**config.mk**
```make
export PLATFORM = sky130hd
export DESIGN_NAME = wb_stage
export DESIGN_NICKNAME = d
export VERILOG_FILES = /design/src/rtl/core_pkg.sv /design/src/rtl/wb_timeout_ctr.sv /design/src/rtl/wb_stage.sv
export SDC_FILE = /design/constraint.sdc
export NUM_CORES = 1
export LEC_CHECK = 0
export ABC_AREA = 0
export CORE_MARGIN = 1.5
export CORE_UTILIZATION = 39
export DETAILED_ROUTE_END_ITERATION = 6
export PLACE_DENSITY = 0.75
export SYNTH_ARGS = -nofsm -noshare
export SYNTH_HDL_FRONTEND = slang
export SYNTH_HIERARCHICAL = 1
export SYNTH_SLANG_ARGS = --single-unit
export TNS_END_PERCENT = 50
```
**constraint.sdc**
```tcl
create_clock -name clk -period 1.77 [get_ports clk]
set_clock_uncertainty 0.05 [all_clocks]
set_input_delay 0.354 -clock clk [delete_from_list [all_inputs] [get_ports clk]]
set_output_delay 0.354 -clock clk [all_outputs]
set_load 0.05 [all_outputs]
```
**src/rtl/core_pkg.sv**
```systemverilog
// ============================================================================
// Module      : core_pkg
// Description : Shared types and constants for the 8-bit core pipeline.
// Revision    : 1.0 - initial release
// ============================================================================
`default_nettype none

package core_pkg;

    localparam int DATA_W   = 8;
    localparam int REG_R0   = 0;
    localparam int REG_FLAG = 1;

    typedef enum logic [1:0] {
        IDLE  = 2'd0,
        REQ   = 2'd1,
        WRITE = 2'd2
    } wb_state_t;

endpackage

`default_nettype wire

```
**src/rtl/wb_timeout_ctr.sv**
```systemverilog
// ============================================================================
// Module      : wb_timeout_ctr
// Description : Cycle counter for the load request phase; hit flags the
//               TIMEOUT-th enabled cycle.
// Revision    : 1.0 - initial release
// ============================================================================
`default_nettype none

module wb_timeout_ctr
    import core_pkg::*;
#(
    parameter int TIMEOUT = 15
) (
    input  logic clk,
    input  logic reset,
    input  logic i_clr,
    input  logic i_en,
    output logic o_hit
);

    localparam int            CW         = $clog2(TIMEOUT + 1);
    localparam logic [CW-1:0] c_LAST_CNT = CW'(TIMEOUT - 1);

    logic [CW-1:0] r_count;

    always_ff @(posedge clk) begin
        if (reset || i_clr) begin
            r_count <= '0;
        end else if (i_en) begin
            r_count <= r_count + 1'b1;
        end
    end

    // Count starts at 0 in the first enabled cycle, so TIMEOUT-1 marks the last one.
    assign o_hit = i_en && (r_count == c_LAST_CNT);

endmodule

`default_nettype wire

```
**src/rtl/wb_stage.sv**
```systemverilog
// ============================================================================
// Module      : wb_stage
// Description : Writeback stage: retires ALU results directly and performs
//               load reads over a req/ack handshake with timeout.
// Revision    : 1.0 - initial release
// ============================================================================
`default_nettype none

module wb_stage
    import core_pkg::*;
#(
    parameter int PW      = 3,
    parameter int TIMEOUT = 15
) (
    input  logic              clk,
    input  logic              reset,
    input  logic              ex_valid,
    input  logic [DATA_W-1:0] ex_result,
    input  logic [PW:0]       ex_rd,
    input  logic              ex_reg_wr,
    input  logic              ex_flag,
    input  logic              ex_flag_en,
    input  logic              ex_is_load,
    input  logic [DATA_W-1:0] ex_mem_addr,
    output logic              wb_busy,
    output logic              mem_req,
    output logic [DATA_W-1:0] mem_addr,
    input  logic              mem_ack,
    input  logic [DATA_W-1:0] mem_rdata,
    output logic [DATA_W-1:0] rf_dat,
    output logic              rf_wr_en,
    output logic [PW:0]       rf_wr_addr,
    output logic              rf_flag,
    output logic              rf_flag_en,
    output logic              wb_err
);

    localparam logic [PW:0] c_R0   = (PW + 1)'(REG_R0);
    localparam logic [PW:0] c_FLAG = (PW + 1)'(REG_FLAG);

    // r0 and the flag register are never written through the data port.
    function automatic logic is_gp_reg(input logic [PW:0] rd);
        return (rd != c_R0) && (rd != c_FLAG);
    endfunction

    wb_state_t         r_state;
    wb_state_t         w_state_nxt;

    logic              w_busy;
    logic              w_req;
    logic              w_alu_accept;
    logic              w_ld_accept;
    logic              w_ack;
    logic              w_timeout;
    logic              w_hit;

    logic [PW:0]       r_ld_rd;
    logic              r_ld_wr;
    logic [DATA_W-1:0] r_mem_addr;
    logic              r_err;
    logic [DATA_W-1:0] r_rf_dat;
    logic              r_rf_wr_en;
    logic [PW:0]       r_rf_wr_addr;
    logic              r_rf_flag;
    logic              r_rf_flag_en;

    wb_timeout_ctr #(
        .TIMEOUT (TIMEOUT)
    ) u_timeout_ctr (
        .clk   (clk),
        .reset (reset),
        .i_clr (r_state != REQ),
        .i_en  (r_state == REQ),
        .o_hit (w_hit)
    );

    always_ff @(posedge clk) begin
        if (reset) begin
            r_state <= IDLE;
        end else begin
            r_state <= w_state_nxt;
        end
    end

    always_comb begin
        w_state_nxt  = r_state;
        w_busy       = 1'b1;
        w_req        = 1'b0;
        w_alu_accept = 1'b0;
        w_ld_accept  = 1'b0;
        w_ack        = 1'b0;
        w_timeout    = 1'b0;
        case (r_state)
            IDLE: begin
                w_busy       = 1'b0;
                w_alu_accept = ex_valid && !ex_is_load;
                w_ld_accept  = ex_valid && ex_is_load;
                if (w_ld_accept) begin
                    w_state_nxt = REQ;
                end
            end
            REQ: begin
                w_req = 1'b1;
                // An ack arriving on the final allowed cycle still completes the load.
                if (mem_ack) begin
                    w_ack       = 1'b1;
                    w_state_nxt = WRITE;
                end else if (w_hit) begin
                    w_timeout   = 1'b1;
                    w_state_nxt = IDLE;
                end
            end
            WRITE: begin
                w_state_nxt = IDLE;
            end
            default: begin
                w_state_nxt = IDLE;
            end
        endcase
    end

    always_ff @(posedge clk) begin
        if (reset) begin
            r_ld_rd      <= '0;
            r_ld_wr      <= 1'b0;
            r_mem_addr   <= '0;
            r_err        <= 1'b0;
            r_rf_dat     <= '0;
            r_rf_wr_en   <= 1'b0;
            r_rf_wr_addr <= '0;
            r_rf_flag    <= 1'b0;
            r_rf_flag_en <= 1'b0;
        end else begin
            r_rf_dat     <= '0;
            r_rf_wr_en   <= 1'b0;
            r_rf_wr_addr <= '0;
            r_rf_flag    <= 1'b0;
            r_rf_flag_en <= 1'b0;
            if (w_alu_accept) begin
                r_rf_dat     <= ex_result;
                r_rf_wr_addr <= ex_rd;
                r_rf_wr_en   <= ex_reg_wr && is_gp_reg(ex_rd);
                r_rf_flag    <= ex_flag;
                r_rf_flag_en <= ex_flag_en;
            end
            if (w_ld_accept) begin
                r_ld_rd    <= ex_rd;
                r_ld_wr    <= ex_reg_wr;
                r_mem_addr <= ex_mem_addr;
            end
            // Load data lands in the output registers so it is visible during WRITE.
            if (w_ack) begin
                r_rf_dat     <= mem_rdata;
                r_rf_wr_addr <= r_ld_rd;
                r_rf_wr_en   <= r_ld_wr && is_gp_reg(r_ld_rd);
            end
            if (w_timeout) begin
                r_err <= 1'b1;
            end
        end
    end

    assign wb_busy    = w_busy;
    assign mem_req    = w_req;
    assign mem_addr   = r_mem_addr;
    assign rf_dat     = r_rf_dat;
    assign rf_wr_en   = r_rf_wr_en;
    assign rf_wr_addr = r_rf_wr_addr;
    assign rf_flag    = r_rf_flag;
    assign rf_flag_en = r_rf_flag_en;
    assign wb_err     = r_err;

endmodule

`default_nettype wire
```
==> out/qor.yml <==
yosys.area.top_type: "dfxtp_1"
swShare_pct: 25.1
grt_max_degree: 18
cts.clk_slew.worst_paths_ps: 100
antenna_found_initial: 0
htree_levels: 2
ys_top_cells_by_count: "35 x dfxtp_1, 26 x nand2_1, 14 x a21oi_1, 11 x a22o_1"
syn_inst: 126
dp_hpwl_um: 2190
drt-initial-drc-count: 34
clock_tree.root_cell: "clkbuf_4"
critPathRequiredTime_ps: 1370
numCtsBuffers: 5
ys_types: 34
worstSetupEndpointType: "output port"
ios: 62
synth_async_sr_flop_share_pct: 0
slowest_stage: "dfxtp_4"
hold_depth: 2
min_path_type: "flip-flop to flip-flop"
place.port_buffers: 61
die_w_um: 60.0
final_max_slew_viol_count: 0
die_h_um: 60.0
worst_pin_slew_ps: 334
clkPwrFrac_pct: 34.6
tritoncts: "built"
clk_path_buf_depth: 2
floorplan.initialDensity_pct: 41.2
synth-seq-area-share_pct: 55.3
final_hold_viol_count: 0
fin_crit_ps: 1710
drv_cap: 0
antennaDiodeCount: 0
period_share_pct: 96.8
synth_ff_type: "dfxtp_1"
syn-cell-area_um2: 1270
gp_congestion: 0.811
routed_wl_um: 2980
outcome: "complete, no violations"
design_area_um2: 2020
synth-edff-count: 0
drive_above_1_share_pct: 28.1
hold_buffers: 0
multi_input_area_um2: 527
crit_arrival_ps: 1310
grt_overflow: 0
drc: 0
synth_seq_cells: 35
crit_type: "flip-flop to output port"
fin_tns_setup_ps: 0
via_per_inst: 4.83
synth.area.top_cells: "dfxtp_1 55%, nand2_1 7.7%, a22o_1 7.6%, a21oi_1 5.5%, ha_1 2.0%"
postPlaceCellArea_um2: 1900
yosysMostFrequentCell: "dfxtp_1"
crit_path_max_incr_delay_ps: 380
reg2reg_depth: 6
grt_first_pass_wirelength_um: 4530
synth.net_count: 164
grtUsageTotal_pct: 17.3
fmaxAchievable_ghz: 0.583
cts.sinks: 35
yosysTopAreaCellShare_pct: 55.3
cp_num_cells: 4
setup_viol: 0
p_leak_nw: 0.835
sequentialPowerShare_pct: 48.0
die_area_um2: 3600
core_um2: 3080
rows: 20
dr.pass1.iters: 4
avgSynthCellArea_um2: 10.1
ff_latch_area_um2: 706
nNetsFinal: 236
crit_buf_inv: 3
finalPower_mw: 1.72
peakVddDrop_mv: 0.591
startpoint_type: "flip-flop"
postRouteAntennaNets: 0
areaGrowthSynthToFinish_pct: 59.5
slew_headroom_pct: 77.7
insertion_delay_ps: 340
powerDensity_nw_per_um2: 853
p_switching_uw: 433
vias: 1173
ys_warn_count: 6
critPathMaxFanout: 7
path_cells: "nand2b_4, clkinvlp_4, buf_4, buf_12"
pwr-share-comb_pct: 17.4
first_global_vias: 1045
p_int_mw: 1.29
fillers: 258
crit_family: "buffers and inverters"
wl_per_cell_um: 12.3
[cells in the final DEF, fill, tap and decap left out, types with 5 or more instances in the layout]
cell / count
a21oi_1: 14
a22o_1: 11
dfxtp_1: 33
nand2_1: 26
clkdlybuf4s50_1: 35
buf_4: 35
clkbuf_4: 5
[state kept, by name, summed over array words and instances, names as in the netlist]
| signal | cells |
|---|---|
| mem_addr | 8 |
| r_ld_rd | 4 |
| r_ld_wr | 1 |
| r_state | 2 |
| rf_dat | 8 |
| rf_flag | 1 |
| rf_flag_en | 1 |
| rf_wr_addr | 4 |
| rf_wr_en | 1 |
| u_timeout_ctr/r_count | 4 |
| wb_err | 1 |
[metrics by stage]
| stage | hold WS [ps] | util [%] | std cells | setup WS, ps |
|---|---|---|---|---|
| floorplan | 377 | - | 126 | 19.7 |
| global placement | 393 | 61.6 | 231 | 88.1 |
| detailed placement | 402 | 61.6 | 231 | 17.9 |
| CTS | 417 | 64.6 | 239 | 7.17 |
| global route | 437 | 65.7 | 243 | -12.9 |
| finish | 414 | 65.7 | 243 | 56.2 |
[layout make-up]
cell class              instances  area share (%)
clock inverters                 2            1.73
clock buffers                   6            2.54
repair buffers                 71            31.3
multi-input cells              82            26.1
inverters                       3           0.743
well taps                      44            2.72
flip-flops and latches         35            34.9
[routing by layer]
layer	track usage, %	wire, um	vias to the layer above
li1	-	-	588
met5	0	0	-
met2	28.1	1410	47
met1	19.4	1250	534
met4	6.67	27	0
met3	8.44	295	4
[worst register-to-register path, cell delays in order (launching register included)]
cell	delay, ps
dfxtp_4	380
nand2b_4	160
clkinvlp_4	120
buf_4	140
and4_4	140
or3_1	330
a21oi_1	140
[logic make-up after synthesis]
kind of cell	synth area share, %
buffers and inverters	3.85
XOR/XNOR	0.691
flip-flops	55.3
AND/OR/NAND/NOR	19.3
adder cells (fa/ha/maj)	1.97
multiplexers	0.888
AO/OA/AOI/OAI	18.1
[path summary, 6_finish.rpt]
check | from | to | slack, ps
setup / recovery | r_state[1] | mem_req | 60
hold / removal | mem_addr[1] | mem_addr[1] | 410
setup reg to reg | r_state[1] | r_state[0] | 260
hold reg to reg | mem_addr[1] | mem_addr[1] | 410
[power groups by stage]
stage | clock, mW | combinational [mW] | sequential [mW]
after global routing | 0.650 | 0.319 | 0.832
after global placement | 0 | 0.290 | 0.846
after detailed placement | 0 | 0.293 | 0.847
after floorplan | 0 | 0.0800 | 0.916
final | 0.596 | 0.300 | 0.828
after CTS | 0.607 | 0.295 | 0.829
[what timing repair did]
action	in CTS	in global routing
endpoints found under the setup margin	1	1
setup buffers	0	4
gates resized for setup	2	2
No activity file was read; power rests on OpenSTA's default activity.
